<file path="src/rtl/uart_byte_tx.sv">
// uart_byte_tx: 8N1/8N2 serial transmitter (start, 8 data LSB first, optional even parity under UART_BYTE_TX_PARITY_EN, stop); ports clk, rst, tx_byte, transmit -> tx_serial, is_transmitting, tx_done
module uart_byte_tx #(
  parameter logic [15:0] CLKS_PER_BIT = 16'd868,
  parameter int STOP_BITS = 1
) (
  input  logic       clk,
  input  logic       rst,
  input  logic [7:0] tx_byte,
  input  logic       transmit,
  output logic       tx_serial,
  output logic       is_transmitting,
  output logic       tx_done
);
`ifdef UART_BYTE_TX_PARITY_EN
  typedef enum logic [2:0] {IDLE, START, DATA, PARITY, STOP} state_t;
  logic parity;
`else
  typedef enum logic [2:0] {IDLE, START, DATA, STOP} state_t;
`endif
  state_t state;
  logic [15:0] baud;
  logic [2:0] bit_cnt;
  logic stop_cnt;
  logic [7:0] shreg;
  always_ff @(posedge clk) begin
    if (rst) begin
      state <= IDLE;
      baud <= '0;
      bit_cnt <= '0;
      stop_cnt <= '0;
      shreg <= '0;
      tx_serial <= 1'b1;
      is_transmitting <= 1'b0;
      tx_done <= 1'b0;
`ifdef UART_BYTE_TX_PARITY_EN
      parity <= 1'b0;
`endif
    end else begin
      tx_done <= 1'b0;
      if (state == IDLE) begin
        if (transmit) begin
          shreg <= tx_byte;
          state <= START;
          tx_serial <= 1'b0;
          is_transmitting <= 1'b1;
          baud <= '0;
          bit_cnt <= '0;
          stop_cnt <= '0;
`ifdef UART_BYTE_TX_PARITY_EN
          parity <= ^tx_byte;
`endif
        end
      end else if (baud != CLKS_PER_BIT - 16'd1) begin
        baud <= baud + 16'd1;
      end else begin
        baud <= '0;
        case (state)
          START: begin
            state <= DATA;
            tx_serial <= shreg[0];
          end
          DATA: begin
            bit_cnt <= bit_cnt + 3'd1;
            shreg <= {1'b0, shreg[7:1]};
            if (bit_cnt == 3'd7) begin
`ifdef UART_BYTE_TX_PARITY_EN
              state <= PARITY;
              tx_serial <= parity;
`else
              state <= STOP;
              tx_serial <= 1'b1;
`endif
            end else begin
              tx_serial <= shreg[1];
            end
          end
`ifdef UART_BYTE_TX_PARITY_EN
          PARITY: begin
            state <= STOP;
            tx_serial <= 1'b1;
          end
`endif
          STOP: begin
            if (stop_cnt == 1'(STOP_BITS - 1)) begin
              state <= IDLE;
              is_transmitting <= 1'b0;
              tx_done <= 1'b1;
            end else begin
              stop_cnt <= stop_cnt + 1'b1;
            end
          end
          default: state <= IDLE;
        endcase
      end
    end
  end
endmodule

</file>
<file path="config.mk">
export PLATFORM = sky130hd
export DESIGN_NAME = uart_byte_tx
export DESIGN_NICKNAME = d
export VERILOG_FILES = /design/src/rtl/uart_byte_tx.sv
export SDC_FILE = /design/constraint.sdc
export NUM_CORES = 1
export LEC_CHECK = 0
export CAP_MARGIN = 20
export CORE_MARGIN = 3
export CORE_UTILIZATION = 28
export CTS_CLUSTER_DIAMETER = 100
export DETAILED_ROUTE_END_ITERATION = 8
export GPL_TIMING_DRIVEN = 1
export HOLD_SLACK_MARGIN = 0.15
export PLACE_DENSITY = 0.52
export SLEW_MARGIN = 20
export SYNTH_ARGS = -nofsm -noshare
export SYNTH_HDL_FRONTEND = slang
export SYNTH_SLANG_ARGS = --single-unit
</file>
<file path="constraint.sdc">
create_clock -name clk -period 2.05 [get_ports clk]
set_clock_uncertainty 0.1 [all_clocks]
set_input_delay 0.5125 -clock clk [delete_from_list [all_inputs] [get_ports clk]]
set_output_delay 0.5125 -clock clk [all_outputs]
set_load 0.05 [all_outputs]
</file>
# Word-level counts from Yosys, hierarchy flattened
# Cells that the tools add are included.
dict set report word_totals {
  regBits 34
  inputBits 11
}
dict set report op_classes {
  n_reduce_logical 10
  add_sub_neg 3
  bitwise 1
  eq_ne 10
  muxes 32
}
# operator n
set ops {}
lappend ops {{$mux W16} 3}
lappend ops {{$mux W8} 4}
lappend ops {{$mux W3} 9}
lappend ops {{$add A16 B1 Y16 const B} 1}
lappend ops {{$ne A16 B10 Y1 const B} 1}
lappend ops {{$mux W1} 14}
lappend ops {{$pmux W3 S3} 1}
lappend ops {{$reduce_and A3 Y1} 3}
lappend ops {{$reduce_and A4 Y1} 2}
lappend ops {{$eq A3 B2 Y1 const B} 2}
lappend ops {{$ne A3 B3 Y1 const B} 2}
lappend ops {{$ne A2 B2 Y1 const B} 2}
lappend ops {{$reduce_bool A2 Y1} 2}
lappend ops {{$reduce_or A4 Y1} 1}
lappend ops {{$add A3 B1 Y3 const B} 1}
lappend ops {{$eq A3 B1 Y1 const B} 1}
lappend ops {{$eq A3 B3 Y1 const B} 1}
lappend ops {{$logic_not A3 Y1} 1}
lappend ops {{$reduce_bool A3 Y1} 1}
lappend ops {{$ne A2 B1 Y1 const B} 1}
lappend ops {{$pmux W1 S2} 1}
lappend ops {{$add A1 B1 Y1 const B} 1}
lappend ops {{$not A1 Y1} 1}

# Logic depth before layout (Yosys ltp)
# Gate-level depths: netlist of run 1.
dict set report logic_depth {
  word_depth 5
  depth_mapped 9
  depth_no_buf 7
}

# Worst setup path before layout of run 1
# No wires, ideal clock.
dict set report synth_timing {
  path_type {reg-to-reg}
  start {reg baud[7]}
  end {reg tx_serial}
  stages_incl_launch_ff 8
  synth_period_minus_slack_ps 2011
  setup_slack_ps 39
  setup_ps 120
  arrival_ps 1791
  path_cell_list {dfxtp_1 -> buf_2 -> or4_4 -> nor4_4 -> buf_6 -> nand2_2 -> a21o_1 -> a211o_1}
}
dict set report synth_via {
  elab_chain_len 3
}
# item line
set synth_lines {}
lappend synth_lines {{start: declaration} 21} ;# logic [15:0] baud;
lappend synth_lines {{start signal: assignment} 54} ;# baud <= baud + 16'd1;
lappend synth_lines {{$ne A16 B10 Y1} 53} ;# end else if (baud != CLKS_PER_BIT - 16'd1) begin
lappend synth_lines {{$ne A2 B2 Y1 (no line)} n/a}
lappend synth_lines {{$reduce_and A3 Y1 (no line)} n/a}
lappend synth_lines {{end signal: assignment} 60} ;# tx_serial <= shreg[0];
lappend synth_lines {{end signal: assignment} 74} ;# tx_serial <= shreg[1];
lappend synth_lines {{end: declaration} 10} ;# output logic tx_serial,
# No other way between the ends.
# A chain may end at the register's enable or synchronous reset.

# Worst setup path in the final report of run 1
dict set report layout_timing {
  start {reg baud[3]}
  end {reg tx_serial}
}
# Same word-level chain as after synthesis.

==> impl_metrics.yaml, run 1 <==
clock_tree:
  clk_latency_ns: 0.28
  cts.clk_slew.worst_paths_ns: 0.07
  cts_hold_buf: 0
  cts_max_path_buffers: 2
  cts_tree: "done"
  cts_root_buf: "clkbuf_8"
  htreeDepth: 2
  cts_num_sinks: 32
  cts_buffers: 5
global_routing:
  grt_usage_pct: 12.2
  overflow: 0
  grt_max_degree: 18
  grt_pass1_vias: 1532
  grt_pass1_wl_mm: 7.00
  antenna_found_initial: 0
place:
  pre_cts_slack_ns: -0.287
  place_congestion: 0.782
  placedCellCount: 311
  hpwl_mm: 2.93
  port_buffers: 13
logic_synthesis:
  syn_area_um2: 1680
  syn-num-nets: 219
  ys_seq_elements: 32
  synth_edf_count: 0
  synth_ff_type: "dfxtp_1"
  synth_area_per_cell_um2: 8.35
  ys_seq_area_share_pct: 38.2
  synth-warning-count: 0
  synth-async-reset-ratio_pct: 0
  synth.distinct_cells: 44
  netlist_instances: 201
worst_setup_path:
  reg2reg_depth: 6
  worst_ep_arrival_time_ns: 2.04
  r2r-end: "tx_serial"
  cp-start-kind: "flip-flop"
  crit_type: "flip-flop to flip-flop"
  crit_required_ns: 2.12
  timing.rr.start: "baud[3]"
  regToRegSetupSlack_ns: 0.08
  end_kind: "flip-flop"
  path_max_fanout: 8
timing:
  fin_hold_ws_ns: 0.362
  worst_pin_slew_ns: 0.661
  setup_viol: 0
  fin_crit_ns: 1.97
  setup_ws_ns: 0.0816
  fin_crit_sh_pct: 96.0
  slew_violations: 0
  fmax_mhz: 508
  report.final.hold_viol_count: 0
  slew_headroom_pct: 55.7
die:
  num_io_pins: 14
  die_area_um2: 6960
  start_util_pct: 29.8
  core_um2: 5640
  rows: 27
  dieHeight_um: 83.4
  dieWidth_um: 83.4
power_and_ir_drop:
  power_leakage_nw: 0.922
  peakVddDrop_mv: 0.333
  p_per_area_nw_per_um2: 713
  finalPower_mw: 1.63
cells_and_area:
  diodes: 0
  regArea_um2: 642
  postLayoutCoreUtil_pct: 40.6
  nets: 268
  multiInputGateArea_um2: 986
  area_growth_pct: 36.4
  final_cells: 323
  layout-drive-gt1-share_pct: 27.1
  n_fill_cell: 578
run_status:
  status: "finished, final reports clean"
routing:
  via_per_inst: 4.92
  drc_errors: 0
  wire_per_inst_um: 12.8
  vias: 1590
  ant_nets: 0
  drt-initial-drc-count: 96
  drt_first_pass_iters: 4
  wl_mm: 4.14
worst_hold_path:
  hold_class: "flip-flop to flip-flop"
  min_path_cells: 1
  worst_hold_path.endpoint: "baud[15]"
  holdCritStartpoint: "baud[15]"
flow_run:
  drv_cap: 0
[cells in the mapped netlist (5+ instances only)]
library cell  instances  area share, %
o21ai_0               5            1.5
nor3_1                6            1.8
nand3_1              10            3.0
a21oi_1              14            4.2
nand4_1               5            1.9
nor2_1               31            6.9
nand2_1              16            3.6
inv_1                 5            1.1
o221a_2               7            4.7
ha_1                  7            5.2
a31oi_1               8            3.0
dfxtp_1              32             38
clkbuf_1              6            1.3
[critical path: stages, from the launching register on]
cell and delay [ns]:
dfxtp_2 0.32, or4_4 0.54, nor4_4 0.23, buf_6 0.19, nand2_4 0.06, a21o_1 0.17, a211o_1 0.24
[layout make-up]
class,count,share of cell area (%)
Multi-Input combinational cell,153,43.1
Sequential cell,32,28.0
Inverter,6,0.984
Tap cell,72,3.93
Timing Repair Buffer,52,18.5
Clock inverter,1,1.31
Clock buffer,7,4.21
[cells by family after synthesis]
logic type | count (synthesis) | share of synthesized area, %
adders and majority gates | 7 | 5.22
buffers and inverters | 16 | 4.25
muxes | 4 | 2.38
AOI/OAI and AO/OA | 45 | 18.8
DFF | 32 | 38.2
and+or+nand+nor | 95 | 30.2
xor gates and xnor gates | 2 | 1.04
[worst max-delay path by stage]
stage          depth (start not counted)          to  startpoint
2_1_floorplan                          7   tx_serial     baud[7]
3_3_place_gp                           4  bit_cnt[1]    transmit
3_5_place_dp                           4  bit_cnt[2]         rst
4_1_cts                                6   tx_serial    baud[10]
5_1_grt                                6   tx_serial     baud[3]
6_report                               6   tx_serial     baud[3]
[per-layer routing]
metal / GRT usage (%) / share of wire (%) / vias to the layer above / routed length, µm
met5: 0 / 0 / - / 0
met1: 15.9 / 50 / 726 / 2080
met2: 18.7 / 44 / 29 / 1830
li1: - / - / 829 / -
met3: 3.27 / 3.6 / 6 / 151
met4: 5.41 / 1.9 / 0 / 77
[sequential cells by signal, summed over array words and instances (netlist names)]
register / cells
baud: 16
bit_cnt: 3
is_transmitting: 1
shreg: 8
state: 2
tx_done: 1
tx_serial: 1
[metrics by stage]
| step | TNS, ns | instance area (µm²) |
|---|---|---|
| 2_1_floorplan | 0 | 1680 |
| 3_3_place_gp | -2.34 | 2110 |
| 3_5_place_dp | -2.41 | 2110 |
| 4_1_cts | 0 | 2260 |
| 5_1_grt | -0.0274 | 2290 |
| 6_report | 0 | 2290 |
[cells in the final DEF (no fill, tap or decap), types with 2 or more instances in the layout]
cell             synthesis  layout
ha_1                     7       7
o21ai_0                  5       5
a21o_1                   2       2
a22o_1                   2       2
mux2i_1                  4       4
nand2_1                 16      16
nand3_1                 10      10
or3_1                    4       4
or2_2                    2       2
buf_6                    1       2
a21oi_1                 14      14
dfxtp_1                 32      31
nor3_1                   6       5
nor2_1                  31      31
buf_4                    0      40
nand2_4                  0       2
xnor2_1                  2       2
inv_1                    5       5
a31oi_1                  8       8
nand3b_1                 2       2
clkbuf_8                 0       7
and3_1                   2       2
clkdlybuf4s50_1          0      10
nand2b_1                 2       2
nor3b_1                  3       3
o221a_2                  7       7
nand4_1                  5       5
[timing repair]
action,CTS,global route
buffers inserted,2,2
setup endpoints to repair,4,17
endpoints found under the hold margin,0,0
pin swaps,0,3
resized for setup,2,5
[power breakdown]
part / internal (mW) / switching (mW)
clock: 0.429 / 0.235
sequential: 0.657 / 0.0196
combinational: 0.134 / 0.159
total: 1.22 / 0.414
Note: power is estimated with default switching activity, not from simulation.
==> run 2: changes to the inputs <==
--- a/config.mk
+++ b/config.mk
@@ -6,13 +6,14 @@
 export NUM_CORES = 1
 export LEC_CHECK = 0
 export CAP_MARGIN = 20
+export CORE_ASPECT_RATIO = 0.75
 export CORE_MARGIN = 3
-export CORE_UTILIZATION = 28
+export CORE_UTILIZATION = 35
 export CTS_CLUSTER_DIAMETER = 100
 export DETAILED_ROUTE_END_ITERATION = 8
 export GPL_TIMING_DRIVEN = 1
 export HOLD_SLACK_MARGIN = 0.15
-export PLACE_DENSITY = 0.52
+export PLACE_DENSITY = 0.61
 export SLEW_MARGIN = 20
 export SYNTH_ARGS = -nofsm -noshare
 export SYNTH_HDL_FRONTEND = slang
==> run 2 against run 1 <==
- non-clock buffer count did not move
- largest cell class unchanged
- combinational power rose by 2%
- sequential power hardly changed
- clock power decreased by 20%
- fmax is 1.6% lower
- flip-flop and latch count unchanged
- worst setup slack got worse by 0.031 ns
- register-to-register slack worse by 0.03 ns
- global-route usage grew 3.7 points
==> impl_metrics.yaml, run 2 (same netlist as run 1, synthesis figures left out) <==
power_and_ir_drop:
  clkPwrFrac_pct: 35.2
  pwr-share-seq_pct: 45.0
  peakVddDrop_mv: 0.502
  power_leakage_nw: 0.912
  p_int_mw: 1.09
  p_sw_share_pct: 27.5
  p_sw_mw: 0.416
  combPwrFrac_pct: 19.9
  p_per_area_nw_per_um2: 667
timing:
  slew_violations: 0
  fin_hold_ws_ns: 0.357
  finalSetupTns_ns: 0
  worst_pin_slew_ns: 0.665
  fin_crit_sh_pct: 97.5
  rsz0062_at_grt: "yes"
  setup_viol: 0
  report.final.hold_viol_count: 0
  fmax_mhz: 500
  fin_crit_ns: 2.00
  slew_headroom_pct: 55.5
global_routing:
  overflow: 0
  antenna_found_initial: 0
  grt_usage_pct: 15.9
  grt_max_degree: 20
  grt_pass1_wl_mm: 7.02
  grt_pass1_vias: 1438
clock_tree:
  cts_hold_buf: 0
  clk_latency_ns: 0.29
  cts_num_sinks: 32
  cts_root_buf: "clkbuf_8"
  cts_tree: "done"
  cts_buffers: 5
  htreeDepth: 2
  cts.clk_slew.worst_paths_ns: 0.07
  cts_max_path_buffers: 2
routing:
  via_per_inst: 5.21
  wire_per_inst_um: 13.4
  ant_nets: 0
  vias: 1600
  drc_errors: 0
  drt_first_pass_iters: 4
  wl_mm: 4.11
  drt-initial-drc-count: 55
worst_setup_path:
  crit_type: "flip-flop to flip-flop"
  end_kind: "flip-flop"
  worst_ep_arrival_time_ns: 2.08
  path_max_fanout: 6
  crit_required_ns: 2.13
  cp-start-kind: "flip-flop"
die:
  start_util_pct: 36.9
  num_io_pins: 14
  dieHeight_um: 66.0
  core_um2: 4550
  rows: 21
  die_area_um2: 5670
  dieWidth_um: 86.0
place:
  hpwl_mm: 3.14
  port_buffers: 13
  placedCellCount: 297
  place_congestion: 0.807
cells_and_area:
  top_regs: "baud (16), shreg (8), bit_cnt (3)"
  nets: 268
  largest_register_ffs: 16
  top_register: "baud"
  regArea_um2: 644
  layout-drive-gt1-share_pct: 28.4
  area_growth_pct: 34.8
  final_cells: 307
  diodes: 0
  mostFrequentLayoutCell: "buf_4"
  multiInputGateArea_um2: 997
  n_fill_cell: 436
  most-common-layout-cells: "buf_4 (40), nor2_1 (31), dfxtp_1 (29)"
flow_run:
  drv_cap: 0
run_status:
  status: "finished, final reports clean"
worst_hold_path:
  hold_class: "flip-flop to flip-flop"
[run 2: area by class of cell]
type	instances	area share (%)
multi-input cells	153	44.1
clock buffers	7	4.26
inverters	6	0.995
repair buffers	52	19.1
well taps	57	3.15
flip-flops and latches	32	28.5
[run 2: worst paths after layout]
check	from	endpoint	slack (ns)	depth (start not counted)
max	baud[4]	baud[4]	0.05	7
min	baud[14]	baud[14]	0.36	1
max reg2reg	baud[4]	baud[4]	0.05	7
min reg2reg	baud[14]	baud[14]	0.36	1
[run 2: power by group through the flow]
stage	clock network (mW)	registers [mW]	logic, mW
after global placement	0	0.692	0.291
after floorplan	0	0.711	0.152
after global routing	0.567	0.681	0.337
final	0.531	0.679	0.300
after CTS	0.544	0.679	0.296
after detailed placement	0	0.693	0.295
[run 2: per-stage QoR]
stage	cell area [µm²]	setup WS, ns	power, mW	util, %
floorplan	1680	0.0388	0.863	-
global placement	2110	-0.223	0.982	46.4
detailed placement	2110	-0.240	0.987	46.4
CTS	2220	0.0147	1.52	48.8
global route	2260	-0.0330	1.58	49.8
finish	2260	0.0504	1.51	49.8
[run 2: critical path: stages (launching register included)]
cell	delay [ns]
dfxtp_2	0.32
or4_4	0.54
nor4_4	0.23
buf_6	0.19
nor2_1	0.06
buf_4	0.14
buf_4	0.12
a22o_1	0.18
[run 2: layer usage]
metal  GRT usage (%)  vias to the layer above  share of wire, %  wire (µm)
li1                -                      833                 -          -
met1            24.6                      732                55       2260
met2            21.3                       28                39       1620
met3            4.11                        7               4.4        179
met4            4.15                        0               1.2         49
met5               0                        -                 0          0
[run 2: what timing repair did]
item | CTS | global route
setup endpoints to repair | 14 | 22
resized for setup | 3 | 10
pin swaps | 0 | 6
setup buffers | 1 | 2
